[src/rtl/reset_sequencer_if.sv]
// PLL-side handshake of the reset sequencer: lock and soft request in,
// per-domain active-low resets and the all-released flag out.
interface reset_sequencer_if #(
  parameter int CHANNELS = 3
);
  logic                en;
  logic                soft_req;
  logic [CHANNELS-1:0] n_reset_out;
  logic                done;

  modport master (
    output en,
    output soft_req,
    input  n_reset_out,
    input  done
  );

  modport slave (
    input  en,
    input  soft_req,
    output n_reset_out,
    output done
  );
endinterface

[src/rtl/reset_sequencer.sv]
// Waits for a filtered PLL lock, holds a startup delay, then releases CHANNELS
// active-low reset domains in order at a fixed stagger; re-sequences on lock loss or soft request.
module reset_sequencer #(
  parameter int CHANNELS       = 3,
  parameter int SYNC_STAGES    = 2,
  parameter int LOCK_FILTER    = 4,
  parameter int STARTUP_CYCLES = 1024,
  parameter int STAGGER_CYCLES = 16
) (
  input  logic              clk,
  input  logic              reset,
  reset_sequencer_if.slave  bus
);

  localparam int CNT_MAX = (STARTUP_CYCLES > STAGGER_CYCLES) ? STARTUP_CYCLES : STAGGER_CYCLES;
  localparam int CW      = (CNT_MAX > 1) ? $clog2(CNT_MAX) : 1;
  localparam int IW      = (CHANNELS > 1) ? $clog2(CHANNELS) : 1;
  localparam int FW      = (LOCK_FILTER > 1) ? $clog2(LOCK_FILTER + 1) : 1;

  localparam logic [CW-1:0]       START_LAST = CW'(STARTUP_CYCLES - 1);
  localparam logic [CW-1:0]       STAG_LAST  = CW'(STAGGER_CYCLES - 1);
  localparam logic [FW-1:0]       FILT_LAST  = FW'(LOCK_FILTER - 1);
  localparam logic [IW-1:0]       IDX_LAST   = IW'(CHANNELS - 1);
  localparam logic [CHANNELS-1:0] CH_ONE     = CHANNELS'(1);

  typedef enum logic [1:0] {
    WAIT_LOCK = 2'd0,
    STARTUP   = 2'd1,
    RELEASE   = 2'd2,
    RUN       = 2'd3
  } state_e;

  state_e              state_q, state_d;
  logic [SYNC_STAGES-1:0] sync_q, sync_d;
  logic [CW-1:0]       cnt_q, cnt_d;
  logic [IW-1:0]       idx_q, idx_d;
  logic [FW-1:0]       filt_q, filt_d;
  logic [CHANNELS-1:0] n_q, n_d;
  logic                done_q, done_d;
  logic                en_s;
  logic                lock_lost_s;
  logic                soft_abort_s;

  assign sync_d       = {sync_q[SYNC_STAGES-2:0], bus.en};
  assign en_s         = sync_q[SYNC_STAGES-1];
  assign lock_lost_s  = (state_q != WAIT_LOCK) && !en_s;
  assign soft_abort_s = bus.soft_req && ((state_q == RELEASE) || (state_q == RUN));

  // Next state: lock loss beats soft request, which beats normal progression.
  always_comb begin
    state_d = state_q;
    cnt_d   = cnt_q;
    idx_d   = idx_q;
    filt_d  = filt_q;
    n_d     = n_q;
    done_d  = done_q;

    if (lock_lost_s) begin
      state_d = WAIT_LOCK;
      cnt_d   = '0;
      idx_d   = '0;
      filt_d  = '0;
      n_d     = '0;
      done_d  = 1'b0;
    end else if (soft_abort_s) begin
      state_d = STARTUP;
      cnt_d   = '0;
      idx_d   = '0;
      n_d     = '0;
      done_d  = 1'b0;
    end else begin
      case (state_q)
        WAIT_LOCK: begin
          if (!en_s) begin
            filt_d = '0;
          end else if (filt_q == FILT_LAST) begin
            filt_d  = '0;
            cnt_d   = '0;
            state_d = STARTUP;
          end else begin
            filt_d = filt_q + FW'(1);
          end
        end
        STARTUP: begin
          if (cnt_q == START_LAST) begin
            cnt_d = '0;
            n_d   = n_q | CH_ONE;
            idx_d = IW'(1);
            if (CHANNELS == 1) begin
              state_d = RUN;
              done_d  = 1'b1;
            end else begin
              state_d = RELEASE;
            end
          end else begin
            cnt_d = cnt_q + CW'(1);
          end
        end
        RELEASE: begin
          if (cnt_q == STAG_LAST) begin
            cnt_d = '0;
            n_d   = n_q | (CH_ONE << idx_q);
            if (idx_q == IDX_LAST) begin
              state_d = RUN;
              done_d  = 1'b1;
            end else begin
              idx_d = idx_q + IW'(1);
            end
          end else begin
            cnt_d = cnt_q + CW'(1);
          end
        end
        RUN: begin
          state_d = RUN;
        end
        default: begin
          state_d = WAIT_LOCK;
          cnt_d   = '0;
          idx_d   = '0;
          filt_d  = '0;
          n_d     = '0;
          done_d  = 1'b0;
        end
      endcase
    end
  end

  always_ff @(posedge clk) begin
    if (reset) begin
      state_q <= WAIT_LOCK;
      sync_q  <= '0;
      cnt_q   <= '0;
      idx_q   <= '0;
      filt_q  <= '0;
      n_q     <= '0;
      done_q  <= 1'b0;
    end else begin
      state_q <= state_d;
      sync_q  <= sync_d;
      cnt_q   <= cnt_d;
      idx_q   <= idx_d;
      filt_q  <= filt_d;
      n_q     <= n_d;
      done_q  <= done_d;
    end
  end

  assign bus.n_reset_out = n_q;
  assign bus.done        = done_q;

endmodule

[src/flat_wrapper.sv]
// flat-port wrapper written by rule: the top's interface ports become plain ports
module reset_sequencer_flat 
#(
  parameter int CHANNELS       = 3,
  parameter int SYNC_STAGES    = 2,
  parameter int LOCK_FILTER    = 4,
  parameter int STARTUP_CYCLES = 1024,
  parameter int STAGGER_CYCLES = 16
)
  (clk, reset, bus_en, bus_soft_req, bus_n_reset_out, bus_done);
  reset_sequencer_if #(.CHANNELS(CHANNELS)) bus_i ();
  input  logic clk;
  input  logic reset;
  input wire logic [$bits(bus_i.en)-1:0] bus_en;
  input wire logic [$bits(bus_i.soft_req)-1:0] bus_soft_req;
  output wire logic [$bits(bus_i.n_reset_out)-1:0] bus_n_reset_out;
  output wire logic [$bits(bus_i.done)-1:0] bus_done;
  assign bus_i.en = bus_en;
  assign bus_i.soft_req = bus_soft_req;
  assign bus_n_reset_out = bus_i.n_reset_out;
  assign bus_done = bus_i.done;
  reset_sequencer #(.CHANNELS(CHANNELS), .SYNC_STAGES(SYNC_STAGES), .LOCK_FILTER(LOCK_FILTER), .STARTUP_CYCLES(STARTUP_CYCLES), .STAGGER_CYCLES(STAGGER_CYCLES)) u_core (.clk(clk), .reset(reset), .bus(bus_i));
endmodule
[config.mk]
export PLATFORM = sky130hd
export DESIGN_NAME = reset_sequencer_flat
export DESIGN_NICKNAME = d
export VERILOG_FILES = /design/src/rtl/reset_sequencer_if.sv /design/src/rtl/reset_sequencer.sv /design/src/flat_wrapper.sv
export SDC_FILE = /design/constraint.sdc
export NUM_CORES = 1
export LEC_CHECK = 0
export ABC_AREA = 0
export CELL_PAD_IN_SITES_DETAIL_PLACEMENT = 1
export CELL_PAD_IN_SITES_GLOBAL_PLACEMENT = 2
export CORE_ASPECT_RATIO = 2
export CORE_MARGIN = 5
export CORE_UTILIZATION = 39
export DETAILED_ROUTE_END_ITERATION = 10
export PLACE_DENSITY_LB_ADDON = 0.1
export SETUP_SLACK_MARGIN = 0.02
export SYNTH_ARGS = -nofsm -noshare
export SYNTH_HDL_FRONTEND = slang
export SYNTH_SLANG_ARGS = --single-unit
[constraint.sdc]
create_clock -name clk -period 3.05 [get_ports clk]
set_input_delay 0.61 -clock clk [delete_from_list [all_inputs] [get_ports clk]]
set_output_delay 0.61 -clock clk [all_outputs]
set_load 0.005 [all_outputs]
# Word-level counts from Yosys, hierarchy flattened
# Cells that the tools add are included.
[op_classes] add_sub_neg=3 eq_ne=18 shifts=1 n_mux=21 n_bitwise=3 reduce_logical=18
[op_table] operator="two-way mux 10 bit" n=4
[op_table] operator="case mux 10 bit (3 select lines)" n=1
[op_table] operator="two-way mux 2 bit" n=8
[op_table] operator="AND reduction 3 bit" n=4
[op_table] operator="adder 10 x 1 -> 10 bit, second input constant" n=1
[op_table] operator="equality test 10 bit, second input constant" n=1
[op_table] operator="equality test 10 x 4 -> 1 bit, second input constant" n=1
[op_table] operator="AND reduction 5 bit" n=2
[op_table] operator="two-way mux 3 bit" n=3
[op_table] operator="inequality test 3 x 1 -> 1 bit, second input constant" n=3
[op_table] operator="case mux 2 bit (4 select lines)" n=1
[op_table] operator="equality test 2 bit, second input constant" n=3
[op_table] operator="inequality test 2 x 1 -> 1 bit, second input constant" n=3
[op_table] operator="inequality test 2 bit, second input constant" n=3
[op_table] operator="inequality test 3 x 2 -> 1 bit, second input constant" n=2
[op_table] operator="case mux 3 bit (2 select lines)" n=1
[op_table] operator="case mux 2 bit (2 select lines)" n=1
[op_table] operator="AND reduction 4 bit" n=1
[op_table] operator="nonzero test 2 bit" n=2
[op_table] operator="adder 3 x 1 -> 3 bit, second input constant" n=1
[op_table] operator="equality test 3 x 2 -> 1 bit, second input constant" n=1
[op_table] operator="OR 3 bit" n=1
[op_table] operator="nonzero test 3 bit" n=1
[op_table] operator="OR reduction 3 bit" n=1
[op_table] operator="other kinds (11)" n=14
[word_totals] ff_bits=23 inputBits=4 output_inout_bits=4 elab_cells=73

# Longest topological paths before layout
# Gate-level depths: netlist of the first run.
[depth] depth_word=5 depth_mapped=8 ltp_nobuf=6

# Least setup slack after synthesis of the first run
# Ideal clock, no wire load.
[synth_path] path_type="reg2reg" start="reg u_core.state_q[0]" end="reg u_core.cnt_q[3]" setup_ns=0.075 t_arrival_ns=1.753 required_ns=2.975 path_slack_ns=1.222 path_stages_with_launch=7 path_buffers=1 period_less_slack_ns=1.828 cell_sequence="dfxtp_1 inv_1 ha_1 clkbuf_1 a21oi_1 o2111ai_1 a31oi_1"
[synth_between] elab_chain_cells=4 word_cells_on_any_way=14 cone_classes="eq/ne: 5; mux: 1; reduce/logical: 8"
[synth_lines] element="start: declaration" line_no="reset_sequencer.sv:33" rtl="state_e state_q, state_d;"
[synth_lines] element="start signal: assignment" line_no="reset_sequencer.sv:138" rtl="state_q <= state_d;"
[synth_lines] element="equality test 2 bit (on tied branches)" line_no="reset_sequencer.sv:47, reset_sequencer.sv:72"
[synth_lines] element="logical OR 1 bit" line_no="reset_sequencer.sv:47" rtl="assign soft_abort_s = bus.soft_req && ((state_q == RELEASE) || (state_q == RUN));"
[synth_lines] element="logical AND 1 bit" line_no="reset_sequencer.sv:47"
[synth_lines] element="OR reduction 3 bit (no line)"
[synth_lines] element="end signal: assignment" line_no="reset_sequencer.sv:140" rtl="cnt_q <= cnt_d;"
[synth_lines] element="end: declaration" line_no="reset_sequencer.sv:35" rtl="logic [CW-1:0] cnt_q, cnt_d;"
# Several ways; a longest one is shown, not always the timed one.
# A chain may end at the register's enable or synchronous reset.

# Worst setup path after layout of the first run
[layout_path] start="reg u_core.state_q[0]" end="reg u_core.cnt_q[4]"
# Same word-level chain as after synthesis.

==> impl_metrics.csv, run 1 <==
group,metric,value,unit
place,place.detailed.hpwl,2.91,mm
sta,slew_headroom,29.6,%
synth,synth_top_area_cell,"sky130_fd_sc_hd__dfxtp_1",
grt,met1_usage,14.8,%
sta,finClkSkew,0.00499,ns
clocking,number_of_gates_resized_after_cts,0,
place,io_buffers,7,
worst_setup_path,critical_path.max_fanout,12,
clocking,postCtsSetupRepairBufs,0,
routing,drt_iter0_markers,18,
synth,yosys-mux-area-fraction,1.56,%
floorplan,pin_count,8,
finish,layout.nets,172,
finish,final_layout_size_suffix_gt1_share,8.97,%
synth,post_synthesis_simple_gate_area_fraction,20.0,%
clocking,worst_setup_hold_path_clk_slew,0.08,ns
sta,fin_setup_tns,0,ns
grt,first_global_vias,1298,
routing,drt_first_pass_iters,4,
routing,route.detailed.vias_per_inst,6.26,
synth,netlist_top_cells_area,"sky130_fd_sc_hd__dfxtp_1 (34%), sky130_fd_sc_hd__ha_1 (10%), sky130_fd_sc_hd__nand2_1 (3.6%)",
routing,drtAntennaViolNets,0,
worst_setup_path,cp_data_arrival_time,2.74,ns
sta,report.final.slew_viol_count,0,
floorplan,initial_core_util,40.3,%
power,comb_power_share,9.0,%
sta,worst_pin_slew,1.05,ns
finish,diodes,0,
min_path,hold_path_depth,2,
place,placedCellCount,184,
power,irDropWorstVdd,0.236,mV
worst_setup_path,timing.setup.critical_path_class,"reg -> reg",
finish,multi_input_comb_area,825,um^2
clocking,cts_buffer_count,3,
grt,pin_count_of_the_biggest_net_entering_global_routing,16,
power,swShare,24.8,%
power,clockPowerShare,35.3,%
synth,synthXorXnorAreaFrac,1.29,%
worst_setup_path,crit_required,3.23,ns
synth,netlist_instances,151,
synth,synth_top_area_share,33.9,%
clocking,cts_max_path_buffers,2,
sta,max_clock_freq,390,MHz
sta,grt_setup_unrepaired,"no",
clocking,clk_root_buffer_cell,"sky130_fd_sc_hd__clkbuf_8",
worst_setup_path,timing.reg2reg.worst_path_depth,6,
floorplan,fp.dieArea,0.00484,mm^2
grt,antenna_found_initial,0,
routing,finalWirelength,3.68,mm
power,power_switching,0.136,mW
power,power_frac_seq,55.8,%
synth,synth_edf_count,0,
finish,syn2layout_area_growth,10.1,%
grt,gr-max-usage-layer,"met2",
clocking,cts_max_level,1,
power,total_leakage_power,0.524,nW
synth,synth-async-reset-ratio,0,%
synth,netlist_area,0.00136,mm^2
grt,grt.overflow.total,0,
finish,finalNonFillerCells,188,
grt,use_met2,32.6,%
clocking,ctsHoldBuffers,0,
synth,syn_nets,166,
floorplan,std_cell_rows,30,
sta,final_period_minus_worst_setup_slack,2.56,ns
floorplan,die-height,93.5,um
sta,setup_viol,0,
synth,dominant_combinational_cell_family_by_area_after_synthesis,"compound AO/OA/AOI/OAI gates",
worst_setup_path,cp-start-kind,"register",
grt,grt_use_met3,1.59,%
clocking,cts_tree,"yes",
finish,ff_latch_area,460,um^2
sta,min_period_over_period,84.0,%
clocking,clkLatencyLatePin,0.27,ns
worst_setup_path,endpoint_kind,"register",
place,routability_cong,0.787,
job,max_cap_violations,0,
synth,yosys_warnings,0,
sta,report.final.hold_viol_count,0,
synth,seq_area_frac_synth,33.9,%
synth,post_synth_top_flop,"sky130_fd_sc_hd__dfxtp_1",
synth,average_cell_area_after_synthesis,9.01,um^2
routing,vias,1177,
routing,wl_per_cell,19.6,um
synth,yosys.cell_types.count,48,
synth,post_synth_fa_ha_maj_area_fraction,10.1,%
grt,grt_util_all_layers,16.5,%
floorplan,core_area,0.00338,mm^2
power,p_int,0.413,mW
grt,grt_first_pass_wirelength,5.96,mm
synth,synth-seq-cells,23,
routing,drcViolationCount,0,
synth,synth_compound_area_share,27.7,%
outcome,run_status,"finished clean",
floorplan,die_w,51.8,um
power,cellPowerDensity,367,mW/mm^2
min_path,timing.hold.worst.class,"reg -> reg",
finish,fill_cells,418,
clocking,clkSinkCount,23,
sta,finalHoldWorstSlack,0.443,ns
area by class of cell:
class | count | share of cell area, %
flip-flops and latches | 23 | 30.7
inverters | 11 | 2.76
clock inverters | 1 | 0.334
clock buffers | 3 | 2.76
repair buffers | 9 | 5.68
multi-input cells | 109 | 55.1
well taps | 32 | 2.67
kinds of logic after synthesis:
family | count (synthesis)
XOR/XNOR | 2
AND/OR/NAND/NOR | 48
flip-flops | 23
buffers and inverters | 19
multiplexers | 2
adder cells (fa/ha/maj) | 11
AO/OA/AOI/OAI | 46
routing by layer:
layer  part of all wire (%)  wire [um]
met1                     36       1340
met2                     58       2150
met3                    1.5         55
met4                    3.6        131
met5                      0          0
cells in the final DEF (no fill, tap or decap), types with 3 or more instances in the layout:
cell / netlist / layout
sky130_fd_sc_hd__a211oi_1: 4 / 4
sky130_fd_sc_hd__a21oi_1: 4 / 4
sky130_fd_sc_hd__a221oi_2: 3 / 3
sky130_fd_sc_hd__a31oi_1: 4 / 4
sky130_fd_sc_hd__a41oi_1: 3 / 3
sky130_fd_sc_hd__clkbuf_8: 0 / 3
sky130_fd_sc_hd__clkdlybuf4s50_1: 0 / 7
sky130_fd_sc_hd__dfxtp_1: 23 / 23
sky130_fd_sc_hd__ha_1: 11 / 11
sky130_fd_sc_hd__inv_1: 11 / 11
sky130_fd_sc_hd__nand2_1: 13 / 13
sky130_fd_sc_hd__nand2b_1: 4 / 4
sky130_fd_sc_hd__nand3_1: 5 / 5
sky130_fd_sc_hd__nor2_1: 7 / 7
sky130_fd_sc_hd__nor2b_1: 3 / 3
sky130_fd_sc_hd__o2111ai_1: 3 / 3
sky130_fd_sc_hd__o21ai_1: 3 / 3
sky130_fd_sc_hd__o31ai_1: 4 / 4
state kept, by name, summed over array words and instances, names as in the netlist:
signal,flops
u_core.filt_q,3
u_core.state_q,2
u_core.sync_q,2
u_core.bus.done,1
u_core.cnt_q,10
u_core.bus.n_reset_out,3
u_core.idx_q,2
power groups by stage:
stage	clock network, mW	registers, mW	logic (mW)
global placement	0	0.313	0.0480
global route	0.216	0.307	0.0535
finish	0.194	0.306	0.0494
floorplan	0	0.313	0.0313
detailed placement	0	0.313	0.0500
CTS	0.201	0.306	0.0500
synthesized netlist by cell type, types with 4 or more instances:
library cell               count
sky130_fd_sc_hd__a211oi_1      4
sky130_fd_sc_hd__o31ai_1       4
sky130_fd_sc_hd__nand2_1      13
sky130_fd_sc_hd__nor2_1        7
sky130_fd_sc_hd__ha_1         11
sky130_fd_sc_hd__dfxtp_1      23
sky130_fd_sc_hd__inv_1        11
sky130_fd_sc_hd__a21oi_1       4
sky130_fd_sc_hd__a31oi_1       4
sky130_fd_sc_hd__nand2b_1      4
sky130_fd_sc_hd__nand3_1       5
sky130_fd_sc_hd__clkbuf_1      5
worst paths after layout:
| path | endpoint | start | slack [ns] |
|---|---|---|---|
| worst max-delay path | u_core.cnt_q[4]$_SDFFE_PP0P_ | u_core.state_q[0]$_SDFFE_PP0P_ | 0.49 |
| worst min register to register | u_core.filt_q[2]$_SDFFE_PP0N_ | u_core.filt_q[2]$_SDFFE_PP0N_ | 0.44 |
| worst min-delay path | u_core.filt_q[2]$_SDFFE_PP0N_ | u_core.filt_q[2]$_SDFFE_PP0N_ | 0.44 |
| worst max register to register | u_core.cnt_q[4]$_SDFFE_PP0P_ | u_core.state_q[0]$_SDFFE_PP0P_ | 0.49 |
stage by stage:
step	power [mW]	setup WS, ns	utilization (%)	area [um^2]
after detailed placement	0.363	0.500	43.0	1450
after floorplan	0.344	1.22	-	1360
after global placement	0.361	0.642	43.0	1450
after global routing	0.577	0.283	44.3	1500
final	0.549	0.489	44.3	1500
after CTS	0.558	0.468	44.3	1500
critical path, stage by stage (launching register included):
cell                      delay (ns)
sky130_fd_sc_hd__dfxtp_1        0.37
sky130_fd_sc_hd__inv_1          0.10
sky130_fd_sc_hd__ha_1           0.33
sky130_fd_sc_hd__inv_1          0.12
sky130_fd_sc_hd__a31oi_1        0.79
sky130_fd_sc_hd__o21ai_1        0.38
sky130_fd_sc_hd__o41ai_1        0.37
Power figures use the tool's default switching activity.
==> run 2: changes to the inputs <==
--- a/config.mk
+++ b/config.mk
@@ -10,7 +10,7 @@
 export CELL_PAD_IN_SITES_GLOBAL_PLACEMENT = 2
 export CORE_ASPECT_RATIO = 2
 export CORE_MARGIN = 5
-export CORE_UTILIZATION = 39
+export CORE_UTILIZATION = 36
 export DETAILED_ROUTE_END_ITERATION = 10
 export PLACE_DENSITY_LB_ADDON = 0.1
 export SETUP_SLACK_MARGIN = 0.02
==> constraint.sdc (replaced) <==
create_clock -name clk -period 2.4 [get_ports clk]
set_input_delay 0.48 -clock clk [delete_from_list [all_inputs] [get_ports clk]]
set_output_delay 0.48 -clock clk [all_outputs]
set_load 0.005 [all_outputs]
==> impl_metrics.csv, run 2 (synthesis results as in run 1) <==
group,metric,value,unit
power,irDropWorstVdd,0.275,mV
finish,fill_cells,453,
power,total_leakage_power,0.549,nW
clocking,worst_setup_hold_path_clk_slew,0.09,ns
grt,antenna_found_initial,0,
sta,report.final.slew_viol_count,0,
floorplan,std_cell_rows,31,
finish,largest_register_ff_count,10,
sta,final_period_minus_worst_setup_slack,2.12,ns
sta,setup_viol,0,
clocking,clkLatencyLatePin,0.27,ns
routing,drt_first_pass_iters,4,
worst_setup_path,timing.reg2reg.worst_path_depth,5,
finish,final_layout_size_suffix_gt1_share,11.8,%
floorplan,die_w,53.5,um
finish,ff_latch_area,460,um^2
sta,grt_setup_unrepaired,"no",
grt,first_global_vias,1305,
worst_setup_path,timing.setup.critical_path_class,"reg -> reg",
floorplan,core_area,0.00365,mm^2
worst_setup_path,cp_data_arrival_time,2.31,ns
place,place.detailed.hpwl,2.79,mm
place,routability_cong,0.783,
clocking,cts_buffer_count,3,
power,cellPowerDensity,458,mW/mm^2
routing,vias,1183,
routing,drt_iter0_markers,17,
clocking,number_of_gates_resized_after_cts,0,
place,placedCellCount,206,
power,total_power,0.714,mW
worst_setup_path,cp-start-kind,"register",
sta,slew_headroom,62.8,%
worst_setup_path,endpoint_kind,"register",
place,dp_slack,0.275,ns
worst_setup_path,rr_endpoint,"u_core.cnt_q[7]$_SDFFE_PP0P_",
job,max_cap_violations,0,
worst_setup_path,critical_path.reg2reg.startpoint,"u_core.state_q[0]$_SDFFE_PP0P_",
clocking,ctsHoldBuffers,0,
floorplan,fp.dieArea,0.00518,mm^2
sta,timing.final.ws_setup,0.283,ns
routing,detailroute.wirelength.met3,37,um
grt,grt.overflow.total,0,
min_path,worst_hold_path.endpoint,"u_core.filt_q[2]$_SDFFE_PP0N_",
finish,diodes,0,
clocking,clkSinkCount,23,
finish,registers.top_by_ff_count,"u_core.cnt_q",
place,io_buffers,7,
outcome,run_status,"finished clean",
min_path,min_from,"u_core.filt_q[2]$_SDFFE_PP0N_",
routing,wl_per_cell,17.1,um
routing,maxUsedRoutingLayer,"met4",
sta,min_period_over_period,88.2,%
floorplan,initial_core_util,37.3,%
routing,finalWirelength,3.59,mm
finish,finalNonFillerCells,210,
worst_setup_path,regToRegSetupSlack,0.28,ns
routing,routedLengthMet1,1.45,mm
finish,mostFrequentLayoutCell,"sky130_fd_sc_hd__dfxtp_1",
min_path,hold_path_depth,2,
floorplan,pin_count,8,
grt,grt_util_all_layers,15.1,%
clocking,clk_root_buffer_cell,"sky130_fd_sc_hd__clkbuf_8",
finish,multi_input_comb_area,825,um^2
clocking,postCtsSetupRepairBufs,0,
finish,layout.nets,177,
routing,drtAntennaViolNets,0,
min_path,timing.hold.worst.class,"reg -> reg",
sta,fin_setup_tns,0,ns
routing,met2RoutedLength,2.02,mm
sta,max_clock_freq,472,MHz
clocking,cts_max_path_buffers,2,
clocking,cts_tree,"yes",
routing,route.detailed.vias_per_inst,5.63,
finish,most-common-layout-cells,"sky130_fd_sc_hd__dfxtp_1 (23), sky130_fd_sc_hd__nand2_1 (13), sky130_fd_sc_hd__inv_1 (11), sky130_fd_sc_hd__ha_1 (11)",
worst_setup_path,critical_path.max_fanout,13,
routing,drcViolationCount,0,
sta,finClkSkew,0.00301,ns
sta,worst_pin_slew,0.554,ns
worst_setup_path,crit_required,2.60,ns
grt,pin_count_of_the_biggest_net_entering_global_routing,14,
sta,report.final.hold_viol_count,0,
floorplan,die-height,96.9,um
clocking,cts_max_level,1,
grt,grt_first_pass_wirelength,6.06,mm
finish,syn2layout_area_growth,14.4,%
run 2: power breakdown:
group	internal (mW)	leakage (nW)	switching, mW
sequential	0.386	0.186	0.00376
combinational	0.0276	0.338	0.0397
clock	0.117	0.0255	0.140
run 2: worst max path at each step:
stage	start	to	slack, ns	depth (start not counted)
floorplan	u_core.state_q[0]$_SDFFE_PP0P_	u_core.cnt_q[3]$_SDFFE_PP0P_	0.57	6
global placement	u_core.state_q[0]$_SDFFE_PP0P_	u_core.cnt_q[7]$_SDFFE_PP0P_	0.34	5
detailed placement	u_core.state_q[0]$_SDFFE_PP0P_	u_core.cnt_q[7]$_SDFFE_PP0P_	0.27	5
CTS	u_core.state_q[0]$_SDFFE_PP0P_	u_core.cnt_q[7]$_SDFFE_PP0P_	0.25	5
global route	u_core.state_q[0]$_SDFFE_PP0P_	u_core.cnt_q[7]$_SDFFE_PP0P_	0.11	5
finish	u_core.state_q[0]$_SDFFE_PP0P_	u_core.cnt_q[7]$_SDFFE_PP0P_	0.28	5
run 2: metal layers:
layer | global-route usage [%] | vias to the layer above
met5 | 0 | -
met4 | 7.28 | 0
met2 | 27.2 | 11
met1 | 16.4 | 578
li1 | - | 587
met3 | 1.69 | 7
run 2: final cells by class:
cell class | instances | area share, %
Inverter | 11 | 2.65
Clock buffer | 3 | 2.65
Timing Repair Buffer | 14 | 7.88
Multi-Input combinational cell | 109 | 53.0
Clock inverter | 1 | 0.322
Sequential cell | 23 | 29.6
Tap cell | 49 | 3.94
run 2: critical path: stages, from the launching register on:
cell and delay, ns:
sky130_fd_sc_hd__dfxtp_1 0.45, sky130_fd_sc_hd__inv_1 0.09, sky130_fd_sc_hd__ha_1 0.36, sky130_fd_sc_hd__a21o_1 0.33
sky130_fd_sc_hd__or4_1 0.56, sky130_fd_sc_hd__a221oi_2 0.24
run 2: through the flow:
stage          area [um^2]  hold slack (ns)  util (%)
6_report              1560            0.446      42.7
5_1_grt               1560            0.465      42.7
4_1_cts               1560            0.445      42.7
3_3_place_gp          1510            0.427      41.4
3_5_place_dp          1510            0.432      41.4
2_1_floorplan         1360            0.414         -
